===== src/rtl/tone_scheduler_if.sv =====
// Note-source / tone-generator bus for tone_scheduler.
// Carries the three source requests (manual, learn, AutoPlay) with their
// note/octave codes, and the scheduler's registered outputs toward the
// tone generator.
//   master : note-source side (drives requests, observes grant/tone)
//   slave  : scheduler side (samples requests, drives grant/tone)
interface tone_scheduler_if;
    logic       man_req;
    logic [3:0] man_note;
    logic [1:0] man_octave;
    logic       lrn_req;
    logic [3:0] lrn_note;
    logic [1:0] lrn_octave;
    logic       auto_req;
    logic [3:0] auto_note;
    logic [1:0] auto_octave;
    logic [2:0] grant;        // one-hot {auto, lrn, man}
    logic [3:0] tone_note;
    logic [1:0] tone_octave;
    logic       tone_en;
    logic       gap_active;

    modport master (
        output man_req, man_note, man_octave,
        output lrn_req, lrn_note, lrn_octave,
        output auto_req, auto_note, auto_octave,
        input  grant, tone_note, tone_octave, tone_en, gap_active
    );

    modport slave (
        input  man_req, man_note, man_octave,
        input  lrn_req, lrn_note, lrn_octave,
        input  auto_req, auto_note, auto_octave,
        output grant, tone_note, tone_octave, tone_en, gap_active
    );
endinterface


===== src/rtl/tone_scheduler.sv =====
// Shares one tone generator between manual keyboard, learn-mode guide and
// AutoPlay. Fixed priority man > lrn > auto, the owner holds until it drops
// its request or a higher-priority source asks, and every ownership change
// passes through a GAP_CYCLES-long silence so the speaker never glitches.
// Ports:
//   clk   : system clock
//   reset : asynchronous active-low reset
//   bus   : tone_scheduler_if.slave (requests in, registered grant/tone out)
module tone_scheduler #(
    parameter int GAP_CYCLES = 100000,
    parameter int CNT_W      = 17
) (
    input  logic              clk,
    input  logic              reset,
    tone_scheduler_if.slave   bus
);
    typedef enum logic [1:0] {S_IDLE, S_OWN, S_GAP} state_t;

    state_t           r_state,  w_state_nxt;
    logic [2:0]       r_grant,  w_grant_nxt;
    logic [3:0]       r_note,   w_note_nxt;
    logic [1:0]       r_oct,    w_oct_nxt;
    logic             r_en,     w_en_nxt;
    logic             r_gap,    w_gap_nxt;
    logic [CNT_W-1:0] r_cnt,    w_cnt_nxt;

    logic [2:0] w_req;
    logic [2:0] w_win;
    logic       w_own_req;
    logic       w_preempt;
    logic [2:0] w_sel;

    assign w_req = {bus.auto_req, bus.lrn_req, bus.man_req};
    assign w_win = bus.man_req ? 3'b001 :
                   bus.lrn_req ? 3'b010 :
                   bus.auto_req ? 3'b100 : 3'b000;

    assign w_own_req = |(r_grant & w_req);
    // Grant is one-hot with lower bits = higher priority, so grant-1 masks
    // exactly the sources allowed to preempt the current owner.
    assign w_preempt = |(w_req & (r_grant - 3'd1));

    always_comb begin
        w_state_nxt = r_state;
        w_cnt_nxt   = r_cnt;
        w_gap_nxt   = 1'b0;
        w_sel       = 3'b000;
        w_grant_nxt = 3'b000;
        w_note_nxt  = 4'd0;
        w_oct_nxt   = 2'd0;
        w_en_nxt    = 1'b0;

        case (r_state)
            S_IDLE: begin
                if (|w_req) begin
                    w_state_nxt = S_OWN;
                    w_sel       = w_win;
                end
            end
            S_OWN: begin
                if (!w_own_req || w_preempt) begin
                    w_state_nxt = S_GAP;
                    w_gap_nxt   = 1'b1;
                    w_cnt_nxt   = CNT_W'(GAP_CYCLES - 1);
                end else begin
                    w_sel = r_grant;
                end
            end
            S_GAP: begin
                // Requests are ignored until the count expires; whatever is
                // asserted at that edge is arbitrated fresh.
                if (r_cnt == '0) begin
                    if (|w_req) begin
                        w_state_nxt = S_OWN;
                        w_sel       = w_win;
                    end else begin
                        w_state_nxt = S_IDLE;
                    end
                end else begin
                    w_cnt_nxt = r_cnt - CNT_W'(1);
                    w_gap_nxt = 1'b1;
                end
            end
            default: w_state_nxt = S_IDLE;
        endcase

        w_grant_nxt = w_sel;
        if (w_sel[0]) begin
            w_note_nxt = bus.man_note;
            w_oct_nxt  = bus.man_octave;
        end else if (w_sel[1]) begin
            w_note_nxt = bus.lrn_note;
            w_oct_nxt  = bus.lrn_octave;
        end else if (w_sel[2]) begin
            w_note_nxt = bus.auto_note;
            w_oct_nxt  = bus.auto_octave;
        end
        // A granted rest keeps ownership but silences the generator.
        w_en_nxt = (w_sel != 3'b000) && (w_note_nxt != 4'd0);
    end

    always_ff @(posedge clk or negedge reset) begin
        if (!reset) begin
            r_state <= S_IDLE;
            r_grant <= 3'b000;
            r_note  <= 4'd0;
            r_oct   <= 2'd0;
            r_en    <= 1'b0;
            r_gap   <= 1'b0;
            r_cnt   <= '0;
        end else begin
            r_state <= w_state_nxt;
            r_grant <= w_grant_nxt;
            r_note  <= w_note_nxt;
            r_oct   <= w_oct_nxt;
            r_en    <= w_en_nxt;
            r_gap   <= w_gap_nxt;
            r_cnt   <= w_cnt_nxt;
        end
    end

    assign bus.grant       = r_grant;
    assign bus.tone_note   = r_note;
    assign bus.tone_octave = r_oct;
    assign bus.tone_en     = r_en;
    assign bus.gap_active  = r_gap;
endmodule


===== src/flat_wrapper.sv =====
// flat-port wrapper written by rule: the top's interface ports become plain ports
module tone_scheduler_flat 
#(
    parameter int GAP_CYCLES = 100000,
    parameter int CNT_W      = 17
)
  (clk, reset, bus_man_req, bus_man_note, bus_man_octave, bus_lrn_req, bus_lrn_note, bus_lrn_octave, bus_auto_req, bus_auto_note, bus_auto_octave, bus_grant, bus_tone_note, bus_tone_octave, bus_tone_en, bus_gap_active);
  tone_scheduler_if bus_i ();
  input  logic clk;
  input  logic reset;
  input wire logic [$bits(bus_i.man_req)-1:0] bus_man_req;
  input wire logic [$bits(bus_i.man_note)-1:0] bus_man_note;
  input wire logic [$bits(bus_i.man_octave)-1:0] bus_man_octave;
  input wire logic [$bits(bus_i.lrn_req)-1:0] bus_lrn_req;
  input wire logic [$bits(bus_i.lrn_note)-1:0] bus_lrn_note;
  input wire logic [$bits(bus_i.lrn_octave)-1:0] bus_lrn_octave;
  input wire logic [$bits(bus_i.auto_req)-1:0] bus_auto_req;
  input wire logic [$bits(bus_i.auto_note)-1:0] bus_auto_note;
  input wire logic [$bits(bus_i.auto_octave)-1:0] bus_auto_octave;
  output wire logic [$bits(bus_i.grant)-1:0] bus_grant;
  output wire logic [$bits(bus_i.tone_note)-1:0] bus_tone_note;
  output wire logic [$bits(bus_i.tone_octave)-1:0] bus_tone_octave;
  output wire logic [$bits(bus_i.tone_en)-1:0] bus_tone_en;
  output wire logic [$bits(bus_i.gap_active)-1:0] bus_gap_active;
  assign bus_i.man_req = bus_man_req;
  assign bus_i.man_note = bus_man_note;
  assign bus_i.man_octave = bus_man_octave;
  assign bus_i.lrn_req = bus_lrn_req;
  assign bus_i.lrn_note = bus_lrn_note;
  assign bus_i.lrn_octave = bus_lrn_octave;
  assign bus_i.auto_req = bus_auto_req;
  assign bus_i.auto_note = bus_auto_note;
  assign bus_i.auto_octave = bus_auto_octave;
  assign bus_grant = bus_i.grant;
  assign bus_tone_note = bus_i.tone_note;
  assign bus_tone_octave = bus_i.tone_octave;
  assign bus_tone_en = bus_i.tone_en;
  assign bus_gap_active = bus_i.gap_active;
  tone_scheduler #(.GAP_CYCLES(GAP_CYCLES), .CNT_W(CNT_W)) u_core (.clk(clk), .reset(reset), .bus(bus_i));
endmodule

===== config.mk =====
export PLATFORM = sky130hd
export DESIGN_NAME = tone_scheduler_flat
export DESIGN_NICKNAME = d
export VERILOG_FILES = /design/src/rtl/tone_scheduler_if.sv /design/src/rtl/tone_scheduler.sv /design/src/flat_wrapper.sv
export SDC_FILE = /design/constraint.sdc
export NUM_CORES = 1
export LEC_CHECK = 0
export ABC_AREA = 1
export BUFFER_PORTS_ARGS = -buffer_cell sky130_fd_sc_hd__buf_2
export CAP_MARGIN = 15
export CORE_AREA = 5 5 67 69
export CTS_BUF_LIST = sky130_fd_sc_hd__clkbuf_2 sky130_fd_sc_hd__clkbuf_4 sky130_fd_sc_hd__clkbuf_8
export DETAILED_ROUTE_END_ITERATION = 10
export DIE_AREA = 0 0 72 74
export PLACE_DENSITY = 0.74
export REMOVE_ABC_BUFFERS = 1
export SLEW_MARGIN = 20
export SYNTH_ARGS = -nofsm -noshare
export SYNTH_HDL_FRONTEND = slang
export SYNTH_SLANG_ARGS = --single-unit

===== constraint.sdc =====
create_clock -name clk -period 1.8 [get_ports clk]
set_input_delay 0.36 -clock clk [delete_from_list [all_inputs] [get_ports clk]]
set_output_delay 0.36 -clock clk [all_outputs]
set_load 0.01 [all_outputs]

==> summary.md, run 1 <==
| Metric | Value |
|---|---|
| Outcome | `finished, violations left` |
| Violated checks | `negative setup slack` |
| Synth Area per Inst | `7.679 µm²` |
| Total power | `0.003141 W` |
| Worst path slowest cell | `dfrtp_1` |
| DRT antenna net count | `0` |
| Skew final | `0.005137 ns` |
| Yosys warnings | `0` |
| Cts bufs inserted | `5` |
| Clock Pin Slew Worst Setup and Hold Paths | `0.07 ns` |
| Drc violations | `0` |
| Chip Height | `74 µm` |
| Synth cell types | `29` |
| Internal power | `0.001911 W` |
| Synth top area share | `40.57%` |
| Root Driver | `clkbuf_8` |
| GP Congestion | `0.8765` |
| Critical path type | `flip-flop to flip-flop` |
| Combinational share of power | `49.4%` |
| Number of max-cap violations | `0` |
| Crit Path Max Fanout | `8` |
| Seq/Total Area, Yosys | `40.57%` |
| R2R Path End | `u_core.bus.tone_octave[0]` |
| WP data arrival | `2.14 ns` |
| Layout cells sized above 1 | `41.88%` |
| Minimum clock period | `1.969 ns` |
| Power per cell area | `1187 nW/µm²` |
| First-pass GRT wire length | `7596 µm` |
| Core area | `3856 µm²` |
| Die W | `72 µm` |
| Slew Limit Fails | `0` |
| Nets@finish | `349` |
| Commonest non-fill, non-tap cell in the layout | `nand2_1` |
| 1st-pass router iterations | `4` |
| Most frequent CP cell | `nand2_2` |
| Final Hold Fails | `0` |
| Worst endpoint required time | `1.97 ns` |
| Sw power | `0.001230 W` |
| Fin util | `68.62%` |
| Row count | `23` |
| Placed insts | `356` |
| RSZ-0062 raised after global routing | `yes` |
| Critical Path Max Stage Delay | `0.34 ns` |
| Final cell count without fillers | `370` |
| DR vias/cell | `5.159` |
| CTS tree | `yes` |
| GRT Util Overall | `18.38%` |
| Flop and latch count out of synthesis | `30` |
| DR iter-0 viols | `117` |
| IO Count | `34` |
| Synth area leaders | `dfrtp_1, nand2_1, nand3_1` |
| Layout fillers | `322` |
| Hold slack | `0.1055 ns` |
| Worst vdd ir | `0.7784 mV` |
| Hpwl dp | `3452 µm` |
| Max Root-Sink Buffers | `2` |
| Port bufs | `33` |
| Measured slew at the worst slew-check pin | `0.6670 ns` |
| Worst Setup Slack, final | `-0.1694 ns` |
| Overflow after GRT | `0` |
| Clk pwr share | `21.5%` |
| CP startpoint kind | `flip-flop` |
| Routed Wire Length | `4817 µm` |
| Vias in the first global route | `1898` |
| Cells after Synth | `241` |
| Synth-to-layout area growth | `43.00%` |
| Initial antenna violation count | `0` |
| Reg power frac | `29.1%` |
| Max Freq | `507.8 MHz` |
| Cell Area, Synth | `1851 µm²` |
| WL per Instance | `13.02 µm` |
| Most frequent cells in the layout | `nand2_1, buf_4, buf_2` |
| Worst-Skew Late Latency | `0.28 ns` |
| Reg2Reg Depth | `15` |
| Slew headroom | `55.53%` |
| Leakage | `1.287 nW` |
| Crit share post-route | `109.4%` |
| Worst R2R Setup Slack | `-0.17 ns` |
| CP cell instances | `inv_1, ha_1, inv_2, nand2_2, o21ai_2, nor2b_2, nand2_2, nor2_4, nand2_1, nand2_1, nand2_2, buf_12, buf_4, nor2_2, a31oi_2` |
| CTS sink count | `30` |
| Initial core utilization | `47.99%` |
| H-Tree Depth | `2` |
| Hold Crit Class | `input pin to async pin` |
| Post-synth top area cell | `dfrtp_1` |
| Finish-stage setup viols | `20` |
| Antenna diodes | `0` |
| R2r startpoint | `u_core.bus.grant[0]` |
| DIE AREA | `5328 µm²` |
| Largest net degree at the start of global routing | `31` |
| Crit end category | `flip-flop` |
| Via count | `1909` |
| Sw frac | `39.16%` |
-- timing repair --
action                                  CTS  global route
hold buffers                              0             0
endpoints found under the setup margin   17            28
cloned                                    0             0
gates resized for setup                  16            33
buffers inserted                          5             1
pin swaps                                10            21
-- final cells by class --
cell class | count | area [µm²] | share of cell area, %
clock inverter | 3 | 40.04 | 1.513
inverter | 31 | 117.6 | 4.444
clock buffer | 5 | 68.82 | 2.600
multi-input combinational | 178 | 1117 | 42.22
tap | 50 | 62.56 | 2.364
timing repair buffer | 73 | 489.2 | 18.49
sequential | 30 | 750.7 | 28.37
-- per-layer routing --
| metal | global-route usage, % | up-vias | wire length (µm) |
|---|---|---|---|
| li1 | - | 946 | - |
| met1 | 19.15 | 910 | 1843 |
| met2 | 35.10 | 46 | 2653 |
| met3 | 4.730 | 7 | 241 |
| met4 | 7.516 | 0 | 78 |
| met5 | 0 | - | 0 |
-- sequential cells by signal (all words and copies together) (netlist names) --
| register | count |
|---|---|
| u_core.bus.tone_note | 4 |
| u_core.bus.gap_active | 1 |
| u_core.r_state | 2 |
| u_core.bus.grant | 3 |
| u_core.bus.tone_en | 1 |
| u_core.r_cnt | 17 |
| u_core.bus.tone_octave | 2 |
-- critical path, delay by kind of cell, from the launching register on --
kind	cells	cell delay [ns]
buf+inv	4	0.39
fa+ha+maj	1	0.28
simple gates	8	0.74
flops	1	0.34
compound gates	2	0.10
-- stage by stage --
step           worst slack (ns)  TNS, ns  instance area [µm²]
2_1_floorplan           -0.2162  -0.8105                 1834
6_report                -0.1694   -1.932                 2646
3_3_place_gp           -0.08122  -0.4620                 2330
5_1_grt                 -0.2929   -5.163                 2646
3_5_place_dp            -0.1356   -1.079                 2330
4_1_cts                 -0.1381   -1.550                 2516
-- power groups by stage --
stage | sequential (W) | clock (W) | combinational [W]
finish | 0.000914 | 0.000676 | 0.00155
global route | 0.000931 | 0.000722 | 0.00170
CTS | 0.000912 | 0.000691 | 0.00137
detailed placement | 0.000923 | 0 | 0.00129
global placement | 0.000917 | 0 | 0.00127
floorplan | 0.000969 | 0 | 0.000675
-- logic make-up after synthesis --
kind of cell | share of synthesized area [%]
adder cells (fa/ha/maj) | 4.733
AO/OA/AOI/OAI | 10.48
flip-flops | 40.57
AND/OR/NAND/NOR | 34.62
buffers and inverters | 7.234
XOR/XNOR | 2.367
-- synth_stat cells, drive strengths merged --
cell    count
xor2        3
nand4       5
nor3        5
xnor2       2
o21ai      14
o221ai      1
nand2      59
nor4        2
dfrtp      30
ha          7
buf         2
nor2b       1
nand3      24
nand3b      2
a21boi      3
a21oi       5
a31oi       3
nor2       37
inv        30
clkinv      1
o31ai       5
-- worst max-delay path by stage --
stage / to / slack, ns / from
floorplan: u_core.bus.tone_en / -0.22 / u_core.bus.grant[0]
global placement: u_core.bus.tone_en / -0.08 / u_core.bus.grant[0]
detailed placement: u_core.r_cnt[16] / -0.14 / u_core.bus.grant[0]
CTS: u_core.bus.tone_en / -0.14 / u_core.bus.grant[0]
global route: u_core.bus.tone_en / -0.29 / u_core.bus.grant[0]
finish: u_core.bus.tone_octave[0] / -0.17 / u_core.bus.grant[0]
Note: power is estimated with default switching activity, not from simulation.
==> run 2: changes to the inputs <==
--- a/config.mk
+++ b/config.mk
@@ -5,14 +5,14 @@
 export SDC_FILE = /design/constraint.sdc
 export NUM_CORES = 1
 export LEC_CHECK = 0
-export ABC_AREA = 1
+export ABC_AREA = 0
 export BUFFER_PORTS_ARGS = -buffer_cell sky130_fd_sc_hd__buf_2
 export CAP_MARGIN = 15
-export CORE_AREA = 5 5 67 69
+export CORE_AREA = 5 5 66 68
 export CTS_BUF_LIST = sky130_fd_sc_hd__clkbuf_2 sky130_fd_sc_hd__clkbuf_4 sky130_fd_sc_hd__clkbuf_8
 export DETAILED_ROUTE_END_ITERATION = 10
-export DIE_AREA = 0 0 72 74
-export PLACE_DENSITY = 0.74
+export DIE_AREA = 0 0 71 73
+export PLACE_DENSITY = 0.73
 export REMOVE_ABC_BUFFERS = 1
 export SLEW_MARGIN = 20
 export SYNTH_ARGS = -nofsm -noshare
==> run 2 against run 1 <==
  * First-iteration DRC count decreased by 0.85%
  * Power decreased by 6.4%
  * Non-clock buffer count increased by 14
  * Flip-flop and latch count unchanged
  * Clock power decreased by 14%
  * Critical endpoint is now u_core.bus.tone_en
  * Critical path type unchanged
  * Hold slack improved by 0.0045 ns
  * The flow still finishes with violations (negative setup slack)
  * Cell count decreased by 14%
  * Largest cell class unchanged
==> summary.md, run 2 <==
| Metric | Value |
|---|---|
| H-Tree Depth | `2 (unchanged)` |
| Most frequent cells in the layout | `buf_4, buf_2, dfrtp_1` |
| Hold Crit Class | `input pin to async pin` |
| Outcome | `finished, violations left` |
| Crit Path Max Fanout | `6 (-2)` |
| Via count | `1727 (-9.5%)` |
| Met2 GRT Util | `33.57% (-1.5 points)` |
| GR peak layer | `met2` |
| Nets@finish | `298 (-15%)` |
| RSZ-0062 raised after global routing | `yes` |
| Layout cells sized above 1 | `49.81% (+7.9 points)` |
| Async SR Flop Fraction | `100.0% (unchanged)` |
| Simple logic cell fraction of the synthesized area | `24.52% (-10 points)` |
| Routed Wire Length | `4969 µm (+3.2%)` |
| Synth area leaders | `dfrtp_1, ha_1, xnor2_1` |
| Cells after Synth | `175 (-27%)` |
| Number of max-cap violations | `0 (unchanged)` |
| Worst vdd ir | `1.100 mV (+41%)` |
| Worst path slowest cell | `a221oi_4` |
| Max Root-Sink Buffers | `2 (unchanged)` |
| Slew headroom | `55.46% (-0.074 points)` |
| Crit share post-route | `121.4% (+12 points)` |
| Critical Path Max Stage Delay | `0.45 ns (+0.11 ns)` |
| DIE AREA | `5183 µm² (-2.7%)` |
| Synth top area share | `42.89% (+2.3 points)` |
| Minimum clock period | `2.185 ns (+0.2153 ns)` |
| Cts bufs inserted | `5 (unchanged)` |
| Synth-to-layout area growth | `50.04%` |
| Commonest non-fill, non-tap cell in the layout | `buf_4` |
| Synth Area per Inst | `10.00 µm² (+30%)` |
| Port bufs | `33 (unchanged)` |
| Crit end category | `flip-flop` |
| 1st-pass router iterations | `4 (unchanged)` |
| WP data arrival | `2.38 ns (+0.24 ns)` |
| Ys flop type | `dfrtp_1` |
| CP cell instances | `inv_1, ha_4, o21a_1, o21ai_4, nand4_1, a221oi_4, a22o_1, mux2i_2, o2111ai_1` |
| Violated checks | `negative setup slack` |
| Worst Setup Slack, final | `-0.3847 ns (-0.2153 ns)` |
| Initial antenna violation count | `0 (unchanged)` |
| Met1 Use GR | `21.84% (+2.7 points)` |
| GP Congestion | `0.7782 (-11%)` |
| Multi-input logic area | `1077 µm² (-3.6%)` |
| Vias in the first global route | `1788 (-5.8%)` |
| Synth cell types | `44 (+52%)` |
| Initial core utilization | `46.08% (-1.9 points)` |
| Post-synth top area cell | `dfrtp_1` |
| Critical path type | `flip-flop to flip-flop` |
| Antenna diodes | `0 (unchanged)` |
| Die W | `71 µm (-1.4%)` |
| CP startpoint kind | `flip-flop` |
| EDFF count, synth | `0 (unchanged)` |
| Row count | `23 (unchanged)` |
| DP Worst Slack | `-0.4015 ns (-0.2659 ns)` |
| Xor-xnor portion of the synthesized cell area | `4.503% (+2.1 points)` |
| Hpwl dp | `3311 µm (-4.1%)` |
| Measured slew at the worst slew-check pin | `0.6681 ns (+0.001108 ns)` |
| CTS tree | `yes` |
| Skew final | `0.003534 ns (-0.001604 ns)` |
| DR iter-0 viols | `116 (-0.85%)` |
| Register area | `750.7 µm² (unchanged)` |
| CTS sink count | `30 (unchanged)` |
| Synth top cells by count | `dfrtp_1, nand2_1, nor2_1, o21ai_0, inv_1` |
| Finish-stage setup viols | `27 (+35%)` |
| Hold slack | `0.1101 ns (+0.004506 ns)` |
| Most frequent cell after synthesis | `dfrtp_1` |
| First-pass GRT wire length | `7845 µm (+3.3%)` |
| Overflow after GRT | `0 (unchanged)` |
| Final Hold Fails | `0 (unchanged)` |
| Critical path buffers and inverters | `1 (-3)` |
| Max reg flops | `17 (unchanged)` |
| Slew Limit Fails | `0 (unchanged)` |
| GRT Util Overall | `19.31% (+0.92 points)` |
| Root Driver | `clkbuf_8` |
| Max Freq | `457.7 MHz (-9.9%)` |
| GR met3 Demand/Resource | `4.545% (-0.18 points)` |
| Top reg by flops | `u_core.r_cnt` |
| DRT antenna net count | `0 (unchanged)` |
| Drc violations | `0 (unchanged)` |
| Chip Height | `73 µm (-1.4%)` |
| Compound-Gate Fraction of Synth Area | `18.80% (+8.3 points)` |
| Largest net degree at the start of global routing | `31 (unchanged)` |
| Worst endpoint required time | `1.99 ns (+0.02 ns)` |
| IO Count | `34 (unchanged)` |
| CP delay by family, top | `compound AO/OA/AOI/OAI gates` |
| Power per cell area | `1120 nW/µm² (-5.7%)` |
| Leakage | `1.176 nW (-8.6%)` |
| Adder-cell share of the synthesized area | `5.004% (+0.27 points)` |
| Worst-Skew Late Latency | `0.28 ns (about the same)` |
| Seq/Total Area, Yosys | `42.89% (+2.3 points)` |
| DR vias/cell | `5.414 (+4.9%)` |
| Cell Area, Synth | `1750 µm² (-5.4%)` |
| Clock Pin Slew Worst Setup and Hold Paths | `0.07 ns (about the same)` |
| Layout fillers | `289 (-10%)` |
| Flop and latch count out of synthesis | `30 (unchanged)` |
| Core area | `3799 µm² (-1.5%)` |
| WL per Instance | `15.58 µm (+20%)` |
| Mux contribution to synthesized area | `1.716% (+1.7 points)` |
| Hold buffers post-CTS | `0 (unchanged)` |
| Yosys warnings | `0 (unchanged)` |
| Main combinational cell family by area after synthesis | `simple AND/OR/NAND/NOR gates` |
run 2: area by class of cell:
type	instances	area share [%]
Sequential cell	30	28.59
Tap cell	50	2.382
Clock inverter	1	0.1906
Timing Repair Buffer	87	22.77
Inverter	11	1.620
Multi-Input combinational cell	133	41.02
Clock buffer	7	3.430
run 2: timing repair:
action | 4_1_cts | 5_1_grt
gates cloned | 0 | 0
buffers inserted | 7 | 6
endpoints found under the setup margin | 28 | 29
resized for setup | 26 | 14
pin swaps | 17 | 13
run 2: through the flow:
stage	TNS (ns)	power (W)	std cells	utilization [%]	area (µm²)
after detailed placement	-5.003	0.002100	298	60.41	2295
after CTS	-3.701	0.002780	313	66.14	2512
after global routing	-7.658	0.003113	319	69.14	2626
after global placement	-3.199	0.002050	298	60.41	2295
final	-4.552	0.002941	319	69.14	2626
after floorplan	-2.974	0.001524	174	-	1747
run 2: logic make-up after synthesis:
logic type                 Yosys count
and+or+nand+nor                     75
AOI/OAI and AO/OA                   39
DFF                                 30
buffers and inverters               12
xor gates and xnor gates             9
adders and majority gates            7
muxes                                3
run 2: final timing paths:
kind	endpoint	start	cells past startpoint	slack, ns
max in group asynchronous	u_core.bus.tone_note[2]	reset	1	1.26
max	u_core.bus.tone_en	u_core.bus.grant[1]	9	-0.38
min in group clk	u_core.bus.tone_octave[0]	bus_man_octave[0]	3	0.28
min reg2reg	u_core.r_cnt[0]	u_core.r_cnt[0]	2	0.57
min	u_core.r_cnt[13]	reset	1	0.11
max reg2reg	u_core.bus.tone_en	u_core.bus.grant[1]	9	-0.38
run 2: worst register-to-register path, delay by kind of cell, from the launching register on:
family / cells / cell delay, ns
AOI/OAI and AO/OA: 5 / 1.19
adders and majority gates: 1 / 0.16
buffers and inverters: 1 / 0.07
DFF: 1 / 0.36
muxes: 1 / 0.09
and+or+nand+nor: 1 / 0.22
run 2: routing by layer:
layer,vias up,wire [µm]
met5,-,0
met4,0,169
met3,16,241
met2,57,2640
met1,840,1918
li1,814,-
run 2: report_power, final:
part	internal (W)	total (W)	leakage, nW	switching [W]
registers	0.000804	0.000862	0.359	0.0000579
clock network	0.000323	0.000584	0.0517	0.000261
logic	0.000702	0.00150	0.765	0.000793
total	0.00183	0.00294	1.18	0.00111
==> run 3: changes to the inputs <==
--- a/config.mk
+++ b/config.mk
@@ -14,6 +14,7 @@
 export DIE_AREA = 0 0 71 73
 export PLACE_DENSITY = 0.73
 export REMOVE_ABC_BUFFERS = 1
+export SETUP_SLACK_MARGIN = 0.05
 export SLEW_MARGIN = 20
 export SYNTH_ARGS = -nofsm -noshare
 export SYNTH_HDL_FRONTEND = slang
==> run 3 against run 2 <==
  * The flow still finishes with violations (negative setup slack)
  * Die area stayed put
  * Clock-buffer cell count did not move
  * Non-clock buffer count is 2 lower
  * Global-route usage about the same
  * Power fell by 1.4%
  * Routed wire length shrank 6.3%
==> summary.md, run 3 (synthesized netlist as in run 2, its figures left out) <==
| Metric | Value |
|---|---|
| Finish-stage setup viols | `25 (-7.4%)` |
| Clock Pin Slew Worst Setup and Hold Paths | `0.07 ns (about the same)` |
| Cts bufs inserted | `5 (unchanged)` |
| Largest net degree at the start of global routing | `31 (unchanged)` |
| 1st-pass router iterations | `4 (unchanged)` |
| Nets@finish | `296 (-0.67%)` |
| Skew final | `0.004894 ns (+0.001361 ns)` |
| Vias in the first global route | `1782 (-0.34%)` |
| Measured slew at the worst slew-check pin | `0.6627 ns (-0.005461 ns)` |
| Final cell count without fillers | `317 (-0.63%)` |
| Drc violations | `0 (unchanged)` |
| Initial core utilization | `46.08% (unchanged)` |
| Final Hold Fails | `0 (unchanged)` |
| Core area | `3799 µm² (unchanged)` |
| Top reg by flops | `u_core.r_cnt` |
| Worst Setup Slack, final | `-0.3285 ns (+0.05627 ns)` |
| Root Driver | `clkbuf_8` |
| WL met3 | `191 µm (-21%)` |
| Hpwl dp | `3311 µm (unchanged)` |
| WP data arrival | `2.35 ns (-0.03 ns)` |
| Crit Path Max Fanout | `9 (+3)` |
| Minimum clock period | `2.128 ns (-0.05627 ns)` |
| Worst endpoint required time | `2.02 ns (+0.03 ns)` |
| Number of max-cap violations | `0 (unchanged)` |
| Layout cells sized above 1 | `50.19% (+0.37 points)` |
| IO Count | `34 (unchanged)` |
| Most frequent CP cell | `buf_4` |
| Row count | `23 (unchanged)` |
| Commonest non-fill, non-tap cell in the layout | `buf_4` |
| Die W | `71 µm (unchanged)` |
| CP cell instances | `buf_4, buf_4, a21oi_1, o21ai_2, nand3_1, o2111ai_4, buf_4, or3_1, nand3_1` |
| Worst-Skew Late Latency | `0.29 ns (about the same)` |
| DR iter-0 viols | `90 (-22%)` |
| Crit end category | `flip-flop` |
| DRT antenna net count | `0 (unchanged)` |
| Hold Crit Class | `input pin to async pin` |
| CTS sink count | `30 (unchanged)` |
| DIE AREA | `5183 µm² (unchanged)` |
| WL per Instance | `14.69 µm (-5.7%)` |
| Critical path type | `flip-flop to flip-flop` |
| Most frequent cells in the layout | `buf_4, buf_2, dfrtp_1` |
| Worst path slowest cell | `dfrtp_1` |
| Max Root-Sink Buffers | `2 (unchanged)` |
| Max reg flops | `17 (unchanged)` |
| Hold buffers post-CTS | `0 (unchanged)` |
| WL met2 | `2405 µm (-8.9%)` |
| Slew Limit Fails | `0 (unchanged)` |
| Routed Wire Length | `4657 µm (-6.3%)` |
| Critical Path Max Stage Delay | `0.39 ns (-0.06 ns)` |
| Leakage | `1.160 nW (-1.4%)` |
| CP startpoint kind | `flip-flop` |
| Met1 Wirelength | `1911 µm (-0.36%)` |
| H-Tree Depth | `2 (unchanged)` |
| Placed insts | `298 (unchanged)` |
| Synth-to-layout area growth | `48.68%` |
| Crit share post-route | `118.2% (-3.1 points)` |
| Antenna diodes | `0 (unchanged)` |
| Fin util | `68.51% (-0.63 points)` |
| Port bufs | `33 (unchanged)` |
| DR vias/cell | `5.215 (-3.7%)` |
| Violated checks | `negative setup slack` |
| Initial antenna violation count | `0 (unchanged)` |
| GP Congestion | `0.7782 (unchanged)` |
| Via count | `1653 (-4.3%)` |
| Overflow after GRT | `0 (unchanged)` |
| Slew headroom | `55.82% (+0.36 points)` |
| Max Used Layer | `met4` |
| Setup TNS | `-4.268 ns (+0.2837 ns)` |
| Max Freq | `469.8 MHz (+2.6%)` |
| Worst vdd ir | `1.076 mV (-2.2%)` |
| GRT Util Overall | `19.34% (+0.029 points)` |
| CTS tree | `yes` |
| Chip Height | `73 µm (unchanged)` |
| Hold slack | `0.1057 ns (-0.004324 ns)` |
| First-pass GRT wire length | `7838 µm (about the same)` |
| RSZ-0062 raised after global routing | `yes` |
| Outcome | `finished, violations left` |
| Power per cell area | `1114 nW/µm² (-0.47%)` |
[run 3: cell types whose count changed in the layout (fill, tap and decap cells not counted), moves of 2 or more]
| cell | previous run | this run |
|---|---|---|
| nand3_1 | 5 | 7 |
| nand3_2 | 3 | 1 |
| inv_1 | 9 | 7 |
| inv_2 | 1 | 3 |
[run 3: path summary, 6_finish.rpt]
| path | slack [ns] | startpoint | cells after the start | end |
|---|---|---|---|---|
| min in group clk | 0.28 | bus_man_octave[0] | 3 | u_core.bus.tone_octave[0] |
| worst max-delay path | -0.33 | u_core.bus.grant[1] | 9 | u_core.r_cnt[15] |
| worst max register to register | -0.33 | u_core.bus.grant[1] | 9 | u_core.r_cnt[15] |
| worst min register to register | 0.57 | u_core.r_cnt[3] | 2 | u_core.r_cnt[3] |
| worst min-delay path | 0.11 | reset | 1 | u_core.r_cnt[13] |
| max in group asynchronous | 1.27 | reset | 1 | u_core.r_cnt[5] |
[run 3: per-layer routing]
metal  vias to the layer above  global-route usage [%]
met5                         -                       0
met4                         0                   10.02
met3                        14                   4.408
met2                        43                   34.19
met1                       792                   21.75
li1                        804                       -
[run 3: area by class of cell]
class / instances / area (µm²)
clock buffer: 7 / 90.09
clock inverter: 1 / 5.005
fill: 293 / 1196
inverter: 11 / 46.29
multi-input combinational: 133 / 1069
sequential: 30 / 750.7
tap: 50 / 62.56
timing repair buffer: 85 / 579.3
[run 3: per-stage QoR]
| stage | total power [W] | instance area [µm²] | setup slack [ns] |
|---|---|---|---|
| floorplan | 0.001524 | 1747 | -0.3337 |
| global placement | 0.002050 | 2295 | -0.2542 |
| detailed placement | 0.002100 | 2295 | -0.4015 |
| CTS | 0.002787 | 2519 | -0.2517 |
| global route | 0.003085 | 2603 | -0.4223 |
| finish | 0.002900 | 2603 | -0.3285 |
[run 3: where the power goes]
group          switching, W  internal (W)  total, W
registers         0.0000575      0.000804  0.000861
logic              0.000766      0.000691   0.00146
clock network      0.000260      0.000323  0.000583
total               0.00108       0.00182   0.00290
[run 3: what timing repair did]
action	in CTS	in global routing
resized for setup	28	13
endpoints found under the setup margin	28	29
pin swaps	17	13
buffers inserted	7	4
[run 3: critical path, delay by kind of cell, from the launching register on]
kind                   cells  cell delay (ns)
and+or+nand+nor            3             0.65
AOI/OAI and AO/OA          3             0.53
buffers and inverters      3             0.50
DFF                        1             0.39
